--- config.mk ---
export PLATFORM = sky130hd
export DESIGN_NAME = adder_seq_ctrl
export DESIGN_NICKNAME = d
export VERILOG_FILES = /design/src/rtl/adder_seq_ctrl.sv
export SDC_FILE = /design/constraint.sdc
export NUM_CORES = 1
export LEC_CHECK = 0
export ABC_AREA = 1
export BUFFER_PORTS_ARGS = -buffer_cell sky130_fd_sc_hd__buf_4
export CORE_MARGIN = 2
export CORE_UTILIZATION = 35
export CTS_CLUSTER_DIAMETER = 200
export DETAILED_ROUTE_END_ITERATION = 7
export PLACE_DENSITY_LB_ADDON = 0.2
export SYNTH_ARGS = -nofsm -noshare
export SYNTH_HDL_FRONTEND = slang
export SYNTH_HIERARCHICAL = 1
export SYNTH_SLANG_ARGS = --single-unit
--- constraint.sdc ---
create_clock -name clk -period 4 [get_ports clk]
set_clock_uncertainty 0.15 [all_clocks]
set_input_delay 0.6 -clock clk [delete_from_list [all_inputs] [get_ports clk]]
set_output_delay 0.6 -clock clk [all_outputs]
set_load 0.01 [all_outputs]
--- src/rtl/adder_seq_ctrl.sv ---
// ============================================================================
// adder_seq_ctrl
// ----------------------------------------------------------------------------
// Purpose:
//   Serial (nibble-at-a-time) adder. One FA4bit slice is reused for WIDTH/4
//   cycles to form {cout,sum} = a + b + cin. The operands and carry-in are
//   captured when start is accepted. Nibble k is then processed on the k-th
//   RUN edge, with the carry rippling through a register between nibbles.
//
// Optional feature:
//   ADDER_SEQ_SUB_EN - when defined, adds input 'sub'. With sub=1 the block
//                      computes a - b as a + ~b + 1, and cin is ignored.
//                      In that mode cout=1 means "no borrow".
//
// Parameters:
//   WIDTH  operand/result width, a multiple of 4 in the range 4..64 (default 16)
//
// Ports:
//   clk    in   1      rising-edge clock
//   rst    in   1      asynchronous active-high reset
//   start  in   1      begin an operation (honoured only in IDLE or DONE)
//   a      in   WIDTH  operand A, sampled with start
//   b      in   WIDTH  operand B, sampled with start
//   cin    in   1      carry-in, sampled with start
//   sub    in   1      subtract select (only with ADDER_SEQ_SUB_EN)
//   busy   out  1      high while the nibble loop is running
//   done   out  1      one-cycle pulse when sum/cout are valid
//   sum    out  WIDTH  registered result (modulo 2^WIDTH)
//   cout   out  1      registered final carry-out
// ============================================================================

// Plain 4-bit ripple slice shared by every nibble of the serial adder.
module FA4bit (
    input  logic [3:0] a,
    input  logic [3:0] b,
    input  logic       cin,
    output logic [3:0] sum,
    output logic       cout
);
    assign {cout, sum} = {1'b0, a} + {1'b0, b} + {4'b0000, cin};
endmodule

module adder_seq_ctrl #(
    parameter int WIDTH = 16
) (
    input  logic             clk,
    input  logic             rst,
    input  logic             start,
    input  logic [WIDTH-1:0] a,
    input  logic [WIDTH-1:0] b,
    input  logic             cin,
`ifdef ADDER_SEQ_SUB_EN
    input  logic             sub,
`endif
    output logic             busy,
    output logic             done,
    output logic [WIDTH-1:0] sum,
    output logic             cout
);

    localparam int NIB = WIDTH / 4;
    // A one-nibble build still needs a 1-bit counter to keep widths legal.
    localparam int CW  = (NIB > 1) ? $clog2(NIB) : 1;
    localparam logic [CW-1:0] LAST_NIB = CW'(NIB - 1);

    localparam logic [1:0] S_IDLE = 2'd0;
    localparam logic [1:0] S_RUN  = 2'd1;
    localparam logic [1:0] S_DONE = 2'd2;

    logic [1:0]       state_q, state_d;
    logic [CW-1:0]    cnt_q,   cnt_d;
    logic [WIDTH-1:0] a_q,     a_d;
    logic [WIDTH-1:0] b_q,     b_d;
    logic             carry_q, carry_d;
    logic [WIDTH-1:0] sum_q,   sum_d;
    logic             cout_q,  cout_d;

    logic [WIDTH-1:0] load_b;
    logic             load_c;
    logic [3:0]       nib_a;
    logic [3:0]       nib_b;
    logic [3:0]       fa_sum;
    logic             fa_cout;

    // These are the values captured at start. Subtraction is folded in here
    // by storing ~b and forcing the initial carry to 1. The nibble loop
    // therefore never needs to know which operation it is running.
`ifdef ADDER_SEQ_SUB_EN
    always_comb begin
        load_b = sub ? ~b : b;
        load_c = sub ? 1'b1 : cin;
    end
`else
    always_comb begin
        load_b = b;
        load_c = cin;
    end
`endif

    // Select the current nibble of each latched operand. The comparison loop
    // keeps the mux friendly to all tools. A variable part-select would do
    // the same job, but some tools handle it less cleanly.
    always_comb begin
        nib_a = 4'h0;
        nib_b = 4'h0;
        for (int k = 0; k < NIB; k++) begin
            if (cnt_q == CW'(k)) begin
                nib_a = a_q[4*k +: 4];
                nib_b = b_q[4*k +: 4];
            end
        end
    end

    FA4bit u_fa (
        .a    (nib_a),
        .b    (nib_b),
        .cin  (carry_q),
        .sum  (fa_sum),
        .cout (fa_cout)
    );

    // Next-state logic. Each nibble sum is written only into its own slot of
    // the result register. The final slice carry becomes cout. The carry
    // out of the top bit is never folded back into sum, which gives the
    // modulo 2^WIDTH result.
    always_comb begin
        state_d = state_q;
        cnt_d   = cnt_q;
        a_d     = a_q;
        b_d     = b_q;
        carry_d = carry_q;
        sum_d   = sum_q;
        cout_d  = cout_q;

        case (state_q)
            S_IDLE, S_DONE: begin
                if (start) begin
                    state_d = S_RUN;
                    cnt_d   = '0;
                    a_d     = a;
                    b_d     = load_b;
                    carry_d = load_c;
                end else begin
                    state_d = S_IDLE;
                end
            end

            S_RUN: begin
                for (int k = 0; k < NIB; k++) begin
                    if (cnt_q == CW'(k)) begin
                        sum_d[4*k +: 4] = fa_sum;
                    end
                end
                carry_d = fa_cout;
                if (cnt_q == LAST_NIB) begin
                    state_d = S_DONE;
                    cnt_d   = '0;
                    cout_d  = fa_cout;
                end else begin
                    cnt_d = cnt_q + 1'b1;
                end
            end

            default: begin
                state_d = S_IDLE;
                cnt_d   = '0;
            end
        endcase
    end

    // State registers. Reset may arrive mid-operation. It clears everything,
    // including the latched operands, so the interrupted operation leaves
    // no trace and produces no done pulse.
    always_ff @(posedge clk or posedge rst) begin
        if (rst) begin
            state_q <= S_IDLE;
            cnt_q   <= '0;
            a_q     <= '0;
            b_q     <= '0;
            carry_q <= 1'b0;
            sum_q   <= '0;
            cout_q  <= 1'b0;
        end else begin
            state_q <= state_d;
            cnt_q   <= cnt_d;
            a_q     <= a_d;
            b_q     <= b_d;
            carry_q <= carry_d;
            sum_q   <= sum_d;
            cout_q  <= cout_d;
        end
    end

    // busy and done are pure state decodes. They can never overlap, and they
    // drop the moment reset is asserted.
    assign busy = (state_q == S_RUN);
    assign done = (state_q == S_DONE);
    assign sum  = sum_q;
    assign cout = cout_q;

endmodule

==> results.json <==
{
  "run_status": "complete, no violations",
  "routed_via_density": 4.619,
  "clock_tree.buffer_depth": 2,
  "irDropWorstVdd_mv": 0.3295,
  "fmax_ghz": 0.3445,
  "syn_to_final_growth_pct": 21.04,
  "yosysWarnings": 6,
  "slowest_stage": "fa_1",
  "rsz0062_at_grt": "no",
  "grt_max_degree": 53,
  "num_vias": 2148,
  "fp.dieH_um": 90.95,
  "die_w_um": 90.95,
  "min_to": "a_q[5]",
  "clkLatencyLatePin_ns": 0.31,
  "finalHoldViolations": 0,
  "worstMarginPinSlew_ns": 1.074,
  "path_cells": "inv_1 -> ha_1 -> inv_1 -> nand3_1 -> nand2_1 -> nand2_1 -> nand2_1 -> fa_1 -> inv_1 -> fa_1 -> inv_1 -> inv_1 -> o21ai_1",
  "cpLargestDelayFamily": "adder cells",
  "syn_nets": 363,
  "place.gp.congestion": 0.7767,
  "drive_gt1_share_pct": 21.04,
  "dieArea_mm2": 0.008272,
  "cts_htree_levels": 2,
  "first_pass_iters": 4,
  "min_from": "a_q[5]",
  "maxCapViolCount": 0,
  "hold_path_depth": 2,
  "hpwl_mm": 4.381,
  "crit_type": "reg -> reg",
  "drv_slew": 0,
  "cts-resized-gates": 0,
  "fin_crit_sh_pct": 72.57,
  "ys_ff_latch": 54,
  "synthCells": 318,
  "row_count": 31,
  "start_kind": "register",
  "antenna_cells": 0,
  "wirelength_mm": 6.039,
  "whs_ns": 0.3371,
  "crit_buf_inv": 5,
  "setup_tns_ns": 0,
  "grt.total_usage_pct": 15.36,
  "antenna_found_initial": 0,
  "crit_fanout": 10,
  "yosys-top-cells-area": "dfrtp_1, nand2_1, nand3_1",
  "port_buffers": 54,
  "grt_pass1_wl_mm": 10.18,
  "arrival_ns": 2.99,
  "clock_sink_count": 54,
  "nNetsFinal": 410,
  "cts_tree": "built",
  "ff2ff_path_depth": 13,
  "power_density_mw_per_mm2": 874.8,
  "initial_core_util_pct": 36.29,
  "slew_headroom_pct": 28.33,
  "reg2reg_from": "cnt_q[1]",
  "cp_data_required_time_ns": 4.09,
  "hp-class": "reg -> reg",
  "n_fill_cell": 789,
  "r2r_slack_ns": 1.10,
  "final_common_cell": "nand2_1",
  "yosysSeqAreaShare_pct": 51.06,
  "finalSetupViolCount": 0,
  "synth.distinct_cells": 22,
  "drc": 0,
  "drtAntennaViolNets": 0,
  "wl_per_cell_um": 12.99,
  "avgSynthCellArea_um2": 8.322,
  "fin_crit_ns": 2.903,
  "regToRegEndpoint": "sum[1]",
  "overflow": 0,
  "clkTransAtPathRegs_ns": 0.10,
  "p_leak_uw": 0.001715,
  "syn_area_mm2": 0.002646,
  "synth_top_area_share_pct": 51.06,
  "drtIter0Drc": 96,
  "yosysTopAreaCell": "dfrtp_1",
  "cts_hold_buf": 0,
  "io_pins": 55,
  "cp_slowest_stage_delay_ns": 0.46,
  "cts_root_buffer": "clkbuf_8",
  "grt_pass1_vias": 2068,
  "layout_common_cells": "nand2_1, buf_4, dfrtp_1",
  "critPathMostFrequentCell": "inv_1",
  "post_cts_buffers": 0,
  "core_area_mm2": 0.007292,
  "cts_made_buffers": 5,
  "end_kind": "register"
}
==> flip-flops by register name, summed over array words and instances (netlist names) <==
name and flops:
a_q 16, b_q 16, sum 16, cnt_q 2
state_q 2, carry_q 1, cout 1
==> through the flow <==
step	util, %	setup slack [ns]	cells	total power (µW)	area (µm²)
floorplan	-	1.450	318	2065	2646
global placement	42.62	1.210	457	2488	3108
detailed placement	42.62	1.136	457	2510	3108
CTS	43.93	1.099	465	2836	3203
global route	43.93	0.8494	465	3095	3203
finish	43.93	1.097	465	2802	3203
==> worst reg2reg max path, stage by stage, from the launching register on <==
cell	delay (ns)
dfrtp_1	0.43
inv_1	0.10
ha_1	0.41
inv_1	0.22
nand3_1	0.12
nand2_1	0.06
nand2_1	0.06
nand2_1	0.07
fa_1	0.46
inv_1	0.09
fa_1	0.40
inv_1	0.06
inv_1	0.07
o21ai_1	0.14
==> worst max-delay path by stage <==
stage / slack, ns / endpoint / start / cells past startpoint
global route: 0.85 / sum[1] / cnt_q[1] / 13
finish: 1.10 / sum[1] / cnt_q[1] / 13
CTS: 1.10 / sum[1] / cnt_q[1] / 13
global placement: 1.21 / sum[9] / cnt_q[1] / 13
floorplan: 1.45 / sum[1] / cnt_q[0] / 13
detailed placement: 1.14 / sum[1] / cnt_q[1] / 13
==> cells by family after synthesis <==
| family | after synthesis | share of synthesized area [%] |
|---|---|---|
| AOI/OAI and AO/OA | 44 | 8.889 |
| xor gates and xnor gates | 1 | 0.3310 |
| and+or+nand+nor | 167 | 27.80 |
| buffers and inverters | 43 | 7.092 |
| adders and majority gates | 9 | 4.823 |
| DFF | 54 | 51.06 |
==> synthesized netlist by cell type <==
cell type and number:
a21oi_1 26, buf_2 9, buf_4 2, clkbuf_1 4
clkinv_4 1, dfrtp_1 54, fa_1 2, ha_1 7
inv_1 25, inv_2 1, inv_4 1, nand2_1 113
nand2_2 1, nand2_4 3, nand2_8 1, nand3_1 35
nand3b_1 2, nor2_1 11, nor2_8 1, o21ai_1 14
o21ai_2 4, xnor2_1 1
==> cell type report <==
| type | count | area, µm² | share of cell area (%) |
|---|---|---|---|
| clock buffer | 6 | 82.58 | 2.578 |
| clock inverter | 2 | 12.51 | 0.3906 |
| inverter | 28 | 112.6 | 3.516 |
| multi-input combinational | 221 | 1107 | 34.57 |
| sequential | 54 | 1351 | 42.19 |
| tap | 99 | 123.9 | 3.867 |
| timing repair buffer | 55 | 412.9 | 12.89 |
==> metal layers <==
metal  wire length (µm)  GRT usage [%]  up-vias  part of all wire (%)
met2               2739          24.75       63                    45
li1                   -              -     1098                     -
met4                125          5.808        0                   2.1
met1               2885          20.38      977                    48
met5                  0              0        -                     0
met3                289          3.154       10                   4.8
==> power by group <==
part / leakage (µW) / internal (µW) / switching, µW / total, µW
sequential: 0.000662 / 804 / 153 / 956
combinational: 0.00101 / 561 / 965 / 1530
clock: 0.0000472 / 140 / 180 / 320
total: 0.00171 / 1500 / 1300 / 2800
Power figures use the tool's default switching activity.
